==> config.mk <==
export PLATFORM = sky130hd
export DESIGN_NAME = ram8_bank
export DESIGN_NICKNAME = d
export VERILOG_FILES = /design/src/rtl/ram8_bank.sv
export SDC_FILE = /design/constraint.sdc
export NUM_CORES = 1
export LEC_CHECK = 0
export CAP_MARGIN = 15
export CORE_ASPECT_RATIO = 0.7
export CORE_UTILIZATION = 49
export CTS_BUF_LIST = sky130_fd_sc_hd__clkbuf_8
export DETAILED_ROUTE_END_ITERATION = 6
export PLACE_DENSITY = 0.7
export SLEW_MARGIN = 30
export SYNTH_ARGS = -nofsm -noshare
export SYNTH_HDL_FRONTEND = slang
export SYNTH_SLANG_ARGS = --single-unit
==> constraint.sdc <==
create_clock -name clk -period 1.7 [get_ports clk]
set_input_delay 0.425 -clock clk [delete_from_list [all_inputs] [get_ports clk]]
set_output_delay 0.425 -clock clk [all_outputs]
set_load 0.02 [all_outputs]
==> src/rtl/ram8_bank.sv <==
// Eight-word leaf register bank: one-hot decoded write port, two registered
// read ports with write-first bypass, and a sequential clear-all sweep.
module ram8_bank #(
  parameter int WIDTH = 16
) (
  input  logic             clk,
  input  logic             rst_n,
  input  logic [WIDTH-1:0] in,
  input  logic             load,
  input  logic [2:0]       address,
  input  logic [2:0]       addr_a,
  input  logic [2:0]       addr_b,
  input  logic             clear,
  output logic [WIDTH-1:0] out_a,
  output logic [WIDTH-1:0] out_b,
  output logic             busy,
  output logic             clear_done,
  output logic             o_dbg_state
);

  typedef enum logic {
    IDLE  = 1'b0,
    CLEAR = 1'b1
  } state_t;

  state_t           r_state;
  logic [2:0]       r_idx;
  logic [WIDTH-1:0] r_mem [8];

  logic             w_write_accept;
  logic [7:0]       w_load_en;
  logic             w_sweeping;

  // busy is the registered status seen by the writer, so a load arriving on
  // the same edge that starts a sweep is still accepted.
  assign w_write_accept = load & ~busy;
  assign w_load_en      = w_write_accept ? (8'b0000_0001 << address) : 8'b0;
  assign w_sweeping     = (r_state == CLEAR);
  assign o_dbg_state    = r_state;

  always_ff @(posedge clk or negedge rst_n) begin
    if (!rst_n) begin
      for (int k = 0; k < 8; k++) r_mem[k] <= '0;
    end else begin
      for (int k = 0; k < 8; k++) begin
        if (w_sweeping && (r_idx == 3'(k))) begin
          r_mem[k] <= '0;
        end else if (w_load_en[k]) begin
          r_mem[k] <= in;
        end
      end
    end
  end

  // Bypass covers host writes only; sweep zeroing is seen one cycle later.
  always_ff @(posedge clk or negedge rst_n) begin
    if (!rst_n) begin
      out_a <= '0;
      out_b <= '0;
    end else begin
      out_a <= (w_write_accept && (addr_a == address)) ? in : r_mem[addr_a];
      out_b <= (w_write_accept && (addr_b == address)) ? in : r_mem[addr_b];
    end
  end

  always_ff @(posedge clk or negedge rst_n) begin
    if (!rst_n) begin
      r_state    <= IDLE;
      r_idx      <= 3'd0;
      busy       <= 1'b0;
      clear_done <= 1'b0;
    end else begin
      clear_done <= 1'b0;
      case (r_state)
        IDLE: begin
          if (clear) begin
            r_state <= CLEAR;
            r_idx   <= 3'd0;
            busy    <= 1'b1;
          end
        end
        CLEAR: begin
          r_idx <= r_idx + 3'd1;
          if (r_idx == 3'd7) begin
            r_state    <= IDLE;
            r_idx      <= 3'd0;
            busy       <= 1'b0;
            clear_done <= 1'b1;
          end
        end
        default: begin
          r_state <= IDLE;
          r_idx   <= 3'd0;
          busy    <= 1'b0;
        end
      endcase
    end
  end

endmodule

**Word-level counts from Yosys, hierarchy flattened**

Index checks and enable logic that the tools add are counted.

- Add/subtract/negate cells: 1
- Magnitude comparators: 2
- Equal/unequal tests: 11
- Shifts and indexed selects: 1
- Mux-type cells: 36
- Bitwise operators: 5
- Reductions and logical operators: 20

Operator list:

| cell | number |
|---|---|
| 16-bit 2-to-1 mux | 22 |
| 16-bit binary-select mux with 3-bit select | 2 |
| 2-bit nonzero test | 8 |
| 3-bit equality test, second input constant | 4 |
| 1-bit logical AND | 10 |
| 4-bit >= comparator, second input constant | 2 |
| 8-bit 2-to-1 mux | 1 |
| 3-bit NOT with 4-bit output | 2 |
| 1-bit by 3-bit left shift with 8-bit output, first input constant | 1 |
| 3-bit by 2-bit equality test with 1-bit output, second input constant | 2 |
| 3-bit equality test | 2 |
| 1-bit 2-to-1 mux | 6 |
| 3-bit 2-to-1 mux | 2 |
| 3-bit case mux with 2 select lines | 1 |
| 1-bit case mux with 2 select lines | 2 |
| 3-bit by 1-bit adder with 3-bit output, second input constant | 1 |
| 3-bit by 1-bit equality test with 1-bit output, second input constant | 1 |
| 3-bit logical NOT | 1 |
| 2-bit by 1-bit inequality test with 1-bit output, second input constant | 1 |
| 2-bit inequality test, second input constant | 1 |
| 1-bit NOT | 2 |
| 2-bit AND reduction | 1 |
| 1-bit AND | 1 |

- Flip-flop bits (word level): 166
- Input port bits: 29
- Output and inout bits: 35
- Word-level logic and storage cells: 90

**Logic depth before layout (Yosys ltp)**

Gate-level depths: netlist of run 1.

- Word-level depth: 5
- Mapped depth: 6
- Gate-level depth less buffers: 5

**Worst setup path before layout of run 1**

No wires, ideal clock.

- Path kind: in2reg
- Start point: in addr_b[1]
- End point: reg out_b[10]
- Library setup time: 0.125 ns
- Arrival time: 1.780 ns
- Required time: 1.575 ns
- Path slack: -0.206 ns
- Stages: 5
- Path buffers: 2
- Cells stage by stage: clkbuf_1 -> clkbuf_1 -> mux4_2 -> mux2_2 -> mux2_4

- Longest elaborated chain between the ends: 5
- Elaborated cells between the ends (all ways): 7
- Those cells by class: 1 x eq/ne; 4 x mux; 1 x bitwise; 1 x reduce/logical

Ends and longest elaborated chain:

| element | line | text |
|---|---|---|
| start, declared | 12 | `input logic [2:0] addr_b,` |
| 3-bit NOT with 4-bit output (not written as such) | 62 | `out_b <= (w_write_accept && (addr_b == address)) ? in : r_mem[addr_b];` |
| 16-bit binary-select mux with 3-bit select | 62 |  |
| 16-bit 2-to-1 mux (not written as such) (2 in a row) | 62 |  |
| 16-bit 2-to-1 mux (*) | 62 |  |
| end signal, assigned | 62 |  |
| end, declared | 15 | `output logic [WIDTH-1:0] out_b,` |

Every way passes the cells marked *; elsewhere a longest branch is shown, timed or not. The select of a mux whose other input is x is not followed.
A chain may end at the register's enable or synchronous reset.

**Worst setup path after layout of run 1**

- Start point: in addr_b[1]
- End point: reg out_b[6]

The elaborated chain is that of the path after synthesis.

==> results of run 1 <==
## worst max-delay path: stages
cell,delay [ns]
dlygate4sd2_1,0.36
bufbuf_16,0.38
mux4_2,0.30
mux2_2,0.28
mux2_4,0.26
## worst max path at each step
stage               slack [ns]  cells after the start      start        end
floorplan                -0.08                      5  addr_a[0]   out_a[1]
global placement         -0.50                      5  addr_b[1]   out_b[4]
global route             0.008                      5   r_idx[0]  r_mem[65]
finish                    0.04                      5  addr_b[1]   out_b[6]
CTS                      0.009                      1   out_b[9]   out_b[9]
detailed placement       -0.51                      5  addr_a[1]  out_a[12]
## power groups by stage
| stage | Combinational [mW] | Clock, mW | Sequential, mW |
|---|---|---|---|
| after global routing | 6.33 | 3.51 | 6.58 |
| final | 5.95 | 3.29 | 6.41 |
| after detailed placement | 6.04 | 0 | 6.43 |
| after CTS | 5.87 | 3.29 | 6.36 |
| after floorplan | 3.45 | 0 | 6.44 |
| after global placement | 5.84 | 0 | 6.28 |
## what timing repair did
action	4_1_cts	5_1_grt
pin swaps	0	0
resized for setup	40	8
hold buffers	1	0
setup endpoints to repair	39	14
setup buffers	0	0
gates cloned	3	0
endpoints found under the hold margin	29	0
## registers in the layout, indices dropped and copies added, names as in the netlist
| name | cells |
|---|---|
| busy | 1 |
| r_mem | 128 |
| out_a | 16 |
| r_idx | 3 |
| o_dbg_state | 1 |
| out_b | 16 |
| clear_done | 1 |
## through the flow
stage                     power [mW]  TNS (ns)  util [%]  instances  hold WS (ns)
after floorplan                 9.89     -2.39         -        802         0.129
after global placement          12.1    -56.19      56.3       1046         0.346
after detailed placement        12.5    -60.16      56.3       1046         0.353
after CTS                       15.5         0      59.1       1082         0.423
after global routing            16.4         0      59.1       1082         0.419
final                           15.6         0      59.1       1082         0.418
## area by class of cell
cell class / count / area [µm²] / area share, %
Sequential cell: 166 / 4160 / 38.5
Clock buffer: 18 / 248 / 2.29
Clock inverter: 14 / 208 / 1.92
Multi-Input combinational cell: 528 / 4440 / 41.2
Timing Repair Buffer: 115 / 1430 / 13.2
Tap cell: 236 / 295 / 2.74
Inverter: 5 / 18.8 / 0.174
## cells by family (layout without fill, tap and decap cells)
logic type                 Yosys count  count (layout)  share of synthesized area (%)
and+or+nand+nor                    140             140                           7.79
xor gates and xnor gates             6               6                          0.568
AOI/OAI and AO/OA                  246             246                           14.2
DFF                                166             166                           44.9
muxes                              129             129                           26.4
adders and majority gates            7               7                          0.946
buffers and inverters              108             152                           5.30
## placed cells by master (no fill, tap or decap), types with 2 or more instances in the layout
master           synthesis  layout
a21oi_1                112     112
a22o_1                  16      16
and2_1                   2       2
and3_1                   4       4
buf_12                   0      31
buf_2                   11       2
buf_4                    1      17
bufbuf_16                0       2
bufinv_16                0       5
clkbuf_2                 0       2
clkbuf_8                 0      18
clkdlybuf4s15_1          0       2
clkdlybuf4s50_1          0      21
clkinv_2                 0       3
clkinvlp_4               0       4
dfrtp_1                166     165
dlygate4sd2_1            0      33
dlymetal6s2s_1           0       2
ha_1                     7       7
inv_1                    5       6
mux2_2                  53      47
mux2_4                  11      17
mux4_1                  60       6
mux4_2                   4      58
nand2_1                  4       4
nand2b_1                 3       3
nand3_1                112     112
nand4_1                  2       2
nor2_1                   5       4
nor2b_1                  3       2
o21ai_0                112     112
o31ai_1                  3       3
xnor2_1                  6       6
## layer usage
layer  vias up  wire [µm]  global-route usage, %
li1       3046          -                      -
met3       113       3310                   8.61
met5         -          0                      0
met4         0       1120                   15.9
met1      3784      11000                   40.8
met2       543      13500                   49.4
==> flow_metrics.tcl, run 1 <==
set metrics [dict create \
    status "finished, violations left" \
    violations "DRC" \
    drive_above_1_share_pct 25.5 \
    die_w_um 166 \
    yosys.area.top_type_share_pct 44.9 \
    drt_wl_total_um 28900 \
    placed_area_um2 10300 \
    grt_max_degree 65 \
    cts_sinks 166 \
    clockBufferDepth 2 \
    track_usage_pct 31.4 \
    h-tree-depth 4 \
    coreArea_um2 18300 \
    skew_ns 0.0137 \
    p_int_mw 10.1 \
    p_seq_share_pct 41.0 \
    gp_congestion 0.827 \
    power_frac_comb_pct 38.0 \
    nNetsFinal 869 \
    period_needed_ns 1.66 \
    rr_worst_depth 4 \
    fin_ws_ns 0.0392 \
    rows 41 \
    syn_avg_cell_area_um2 11.5 \
    clock-root-buffer "clkbuf_8" \
    rr_startpoint "busy" \
    grt_pass1_vias 7665 \
    n_fill_cell 1494 \
    synth_cells 802 \
    worstPathMaxFanout 16 \
    cp-start-kind "input port" \
    ys_seq_area_share_pct 44.9 \
    drc 3 \
    design_area_um2 10800 \
    worstSetupPathType "in2reg" \
    io_buffers 63 \
    avgRoutedWirePerCell_um 26.7 \
    ys_top_cells_by_area "dfrtp_1 45%, mux4_1 17%, mux2_2 6.4%" \
    clkTransAtPathRegs_ns 0.09 \
    synthToLayoutAreaGrowth_pct 16.7 \
    finalHoldViolations 0 \
    reg2reg_setup_slack_ns 0.08 \
    drt-initial-drc-count 953 \
    syn-num-nets 838 \
    tightest_slew_ns 0.469 \
    hpwl_um 16500 \
    p_leak_nw 4.74 \
    synthTopCellsByCount "166 x dfrtp_1, 112 x a21oi_1, 112 x nand3_1, 112 x o21ai_0, 69 x clkbuf_1" \
    syn_area_um2 9250 \
    synth_edf_count 0 \
    regToRegEndpoint "r_mem[21]" \
    yosysUniqueCellTypes 34 \
    diodes 0 \
    hold_path.class "in2async" \
    synth_seq_cells 166 \
    vias 7486 \
    max_slew_margin_pct 68.6 \
    viasPerCell 6.92 \
    end_kind "flip-flop" \
    maxSlewViolCount 0 \
    cap_violations 0 \
    cts_buffers 17 \
    ys.warnings.count 0 \
    design.die.area_um2 19400 \
    yosysTopAreaCell "dfrtp_1" \
    clkPwrFrac_pct 21.0 \
    clk_latency_ns 0.47 \
    grt_pass1_wl_um 44700 \
    cts_tree "done" \
    cp_data_arrival_time_ns 2.01 \
    ys.flop_type "dfrtp_1" \
    io_pins 64 \
    setup_violations 0 \
    ant_nets 0 \
    async_flop_share_pct 100 \
    antenna_found_initial 0 \
    drt-pass1-iter-count 7 \
    peakVddDrop_mv 0.868 \
    die-height_um 117 \
    rsz0062_at_grt "no" \
    switching_share_pct 35.6 \
    grt_overflow_total 0 \
    critical_path_required_ns 2.05 \
    switchingPower_mw 5.57 \
    initial_core_util_pct 50.7 \
    power_density_nw_per_um2 1450 \
    timing.fmax_ghz 0.602 \
    pre_cts_slack_ns -0.506 \
    synth_most_common_cell "dfrtp_1" \
    fin_crit_sh_pct 97.7 \
]
No activity file was read; power rests on OpenSTA's default activity.
==> inputs of run 2 (changes only) <==
PLACE_DENSITY = 0.71   (was 0.7)
==> flow_metrics.tcl, run 2 (synthesized netlist as in run 1, its figures left out) <==
set metrics [dict create \
    status "finished, violations left" \
    violations "DRC" \
    tightest_slew_ns 0.505 \
    viasPerCell 6.67 \
    finalSetupTns_ns 0 \
    grt_overflow_total 0 \
    clkTransAtPathRegs_ns 0.10 \
    crit_path_top_delay_cell "clkdlybuf4s50_1" \
    finalNonFillerCells 1094 \
    hpwl_um 16900 \
    peakVddDrop_mv 0.705 \
    critical_path_required_ns 2.06 \
    rsz0062_at_grt "yes" \
    largestRegisters "r_mem x128, out_a x16, out_b x16" \
    cts_sinks 166 \
    synthToLayoutAreaGrowth_pct 16.0 \
    grt_pass1_vias 7344 \
    period_needed_ns 1.68 \
    gp_congestion 0.789 \
    coreArea_um2 18300 \
    vias 7301 \
    drt-pass1-iter-count 7 \
    final_common_cell "dfrtp_1" \
    diodes 0 \
    cts_tree "done" \
    setup_violations 0 \
    h-tree-depth 4 \
    grt_pass1_wl_um 43200 \
    io_pins 64 \
    timing.fmax_ghz 0.596 \
    grt_max_degree 65 \
    cpLargestDelayFamily "buffers and inverters" \
    die_w_um 166 \
    drt-initial-drc-count 748 \
    fin_crit_sh_pct 98.8 \
    drt_wl_total_um 27400 \
    skew_ns 0.0111 \
    maxSlewViolCount 0 \
    nNetsFinal 881 \
    track_usage_pct 30.0 \
    antenna_found_initial 1 \
    largest_reg_flops 128 \
    clockBufferDepth 2 \
    end_kind "flip-flop" \
    ant_nets 0 \
    hold_path.class "in2async" \
    worstPathMaxFanout 10 \
    max_slew_margin_pct 66.4 \
    avgRoutedWirePerCell_um 25.1 \
    max_stage_delay_ns 0.62 \
    rows 41 \
    dp_cells 1060 \
    n_fill_cell 1528 \
    clock-root-buffer "clkbuf_8" \
    cp_data_arrival_time_ns 2.04 \
    cts_buffers 17 \
    initial_core_util_pct 50.7 \
    power_density_nw_per_um2 1380 \
    design.die.area_um2 19400 \
    worstSetupPathType "in2reg" \
    clk_latency_ns 0.48 \
    finalHoldViolations 0 \
    cp-start-kind "input port" \
    drive_above_1_share_pct 26.9 \
    cp_num_buf_inv 2 \
    die-height_um 117 \
    io_buffers 63 \
    largest-register "r_mem" \
    final_cell_mix "164 x dfrtp_1, 112 x nand3_1, 112 x o21ai_0, 112 x a21oi_1, 58 x mux4_2" \
    drc 3 \
    crit_chain "clkdlybuf4s50_1 -> xnor2_1 -> nand4_1 -> buf_12 -> mux2_4" \
    p_leak_nw 4.71 \
    cap_violations 0 \
]
==> run 2: power breakdown <==
group          internal (mW)  switching, mW
Clock                   1.05           1.58
Combinational           2.88           2.89
Sequential              5.36           1.04
Total                   9.29           5.52
==> run 2: worst reg2reg max path: stages, from the launching register on <==
cell     delay [ns]
dfrtp_1        0.42
ha_1           0.25
ha_1           0.22
a22oi_1        0.28
buf_12         0.22
a22o_1         0.17
==> run 2: worst paths after layout <==
kind,slack (ns),end,depth (start not counted),start
setup / recovery,0.02,out_a[15],5,addr_a[2]
hold / removal,0.42,clear_done,2,rst_n
setup reg to reg,0.07,r_mem[75],5,r_idx[0]
hold reg to reg,0.54,r_mem[64],1,r_mem[64]
max in group asynchronous,0.64,r_mem[58],3,rst_n
min in group clk,0.54,r_mem[64],1,r_mem[64]
==> run 2: what timing repair did <==
action                                 in CTS  in global routing
hold buffers                                1                  0
setup endpoints to repair                  59                  6
gates cloned                                0                  0
resized for setup                          43                  4
endpoints found under the hold margin      33                  0
buffers inserted                            1                  0
==> run 2: layer usage <==
layer  part of all wire (%)  GRT usage, %
met1                     41          41.1
met3                     11          5.75
met5                      0             0
met4                    2.2          12.4
met2                     46          48.0
==> run 2: cell type report <==
type	count	area [µm²]	share of cell area [%]
clock buffers	18	248	2.31
multi-input cells	528	4440	41.4
well taps	236	295	2.75
clock inverters	14	106	0.990
inverters	5	18.8	0.175
repair buffers	127	1470	13.7
flip-flops and latches	166	4160	38.7
==> run 2: stage by stage <==
step	instance area, µm²	hold slack (ns)	total power [mW]	util (%)	worst slack [ns]
CTS	10700	0.422	14.8	58.8	0.0114
floorplan	9180	0.129	9.89	-	-0.0754
global route	10700	0.437	15.6	58.8	-0.00441
global placement	10400	0.366	12.2	57.0	-0.508
finish	10700	0.415	14.8	58.8	0.0212
detailed placement	10400	0.367	12.4	57.0	-0.543
==> inputs of run 3 (changes only) <==
--- a/constraint.sdc
+++ b/constraint.sdc
@@ -3,2 +3,2 @@
 set_output_delay 0.425 -clock clk [all_outputs]
-set_load 0.02 [all_outputs]
+set_load 0.05 [all_outputs]
==> flow_metrics.tcl, run 3 (synthesized netlist as in run 1, its figures left out) <==
set metrics [dict create \
    p_leak_nw 4.77 \
    violations "DRC" \
    grt_max_degree 65 \
    avgRoutedWirePerCell_um 25.5 \
    vias 7360 \
    crit_chain "ha_1 -> ha_2 -> a211oi_4 -> buf_4 -> clkbuf_16 -> a22o_1" \
    critical_path_required_ns 2.10 \
    drt_wl_total_um 28000 \
    pre_cts_slack_ns -0.541 \
    ant_nets 0 \
    largest-register "r_mem" \
    cts_buffers 17 \
    h-tree-depth 4 \
    cts_tree "done" \
    peakVddDrop_mv 0.977 \
    cap_violations 0 \
    finalNonFillerCells 1099 \
    final_cell_mix "164 x dfrtp_1, 112 x nand3_1, 112 x a21oi_1" \
    drc 5 \
    design_area_um2 10900 \
    clockBufferDepth 2 \
    largestRegisters "r_mem x128, out_a x16, out_b x16" \
    dp_cells 1055 \
    rows 41 \
    hold_path.class "in2async" \
    grt_pass1_wl_um 42700 \
    clkTransAtPathRegs_ns 0.09 \
    drt-pass1-iter-count 7 \
    track_usage_pct 29.7 \
    crit_path_top_delay_cell "dfrtp_1" \
    power.total_mw 16.4 \
    finalSetupTns_ns 0 \
    maxSlewViolCount 0 \
    clk_latency_ns 0.46 \
    period_needed_ns 1.68 \
    antenna_found_initial 0 \
    finalHoldViolations 0 \
    max_slew_margin_pct 65.5 \
    worstPathMaxFanout 8 \
    die-height_um 117 \
    tightest_slew_ns 0.516 \
    viasPerCell 6.70 \
    placed_area_um2 10300 \
    worstSetupPathType "reg2reg" \
    drive_above_1_share_pct 30.9 \
    status "finished, violations left" \
    gp_congestion 0.820 \
    cp_num_buf_inv 2 \
    fin_util_pct 59.6 \
    final_common_cell "dfrtp_1" \
    synthToLayoutAreaGrowth_pct 17.7 \
    nNetsFinal 887 \
    max_stage_delay_ns 0.41 \
    fin_crit_sh_pct 98.7 \
    drt-initial-drc-count 960 \
    fin_ws_ns 0.0219 \
    timing.fmax_ghz 0.596 \
    grt_overflow_total 0 \
    power_density_nw_per_um2 1510 \
    hold-worst-slack_ns 0.406 \
    hpwl_um 16400 \
    coreArea_um2 18300 \
    design.die.area_um2 19400 \
    setup_violations 0 \
    cp-start-kind "flip-flop" \
    skew_ns 0.0178 \
    io_pins 64 \
    initial_core_util_pct 50.7 \
    io_buffers 63 \
    die_w_um 166 \
    cts_sinks 166 \
    clock-root-buffer "clkbuf_8" \
    end_kind "flip-flop" \
    diodes 0 \
    cpLargestDelayFamily "adder cells" \
    largest_reg_flops 128 \
    grt_pass1_vias 7023 \
    cp_data_arrival_time_ns 2.07 \
]
-- run 3: area by class of cell --
type,instances,area (µm²)
clock buffer,18,248
clock inverter,13,165
fill,1474,7370
inverter,5,18.8
multi-input combinational,528,4450
sequential,166,4160
tap,236,295
timing repair buffer,133,1560
-- run 3: worst register-to-register path, delay by kind of cell, from the launching register on --
kind,cells,cell delay [ns]
compound gates,2,0.38
fa+ha+maj,2,0.49
buf+inv,2,0.34
flops,1,0.41
-- run 3: worst paths after layout --
| kind | end | cells after the start | slack, ns | from |
|---|---|---|---|---|
| worst min register to register | r_mem[77] | 1 | 0.53 | r_mem[77] |
| worst min-delay path | out_a[0] | 2 | 0.41 | rst_n |
| max in group asynchronous | out_b[12] | 3 | 0.71 | rst_n |
| worst max-delay path | r_mem[73] | 6 | 0.02 | r_idx[0] |
| worst max register to register | r_mem[73] | 6 | 0.02 | r_idx[0] |
| min in group clk | r_mem[77] | 1 | 0.53 | r_mem[77] |
-- run 3: where the power goes --
group	total [mW]	leakage, nW	switching (mW)	internal (mW)
registers	6.47	2.26	1.10	5.37
clock network	3.07	0.226	1.47	1.61
logic	6.90	2.29	3.68	3.22
total	16.4	4.77	6.25	10.2
-- run 3: what timing repair did --
item                                    CTS  global route
endpoints found under the setup margin   11            78
hold endpoints to repair                 24             0
cloned                                    1             2
setup buffers                             0             9
gates resized for setup                   3            10
pin swaps                                 0             2
hold buffers                              1             0
-- run 3: layer usage --
metal	wire length (µm)	vias up	share of wire, %	global-route usage [%]
li1	-	3088	-	-
met1	11800	3818	42	42.4
met2	12800	417	46	45.2
met3	2960	37	11	7.80
met4	410	0	1.5	8.64
met5	0	-	0	0
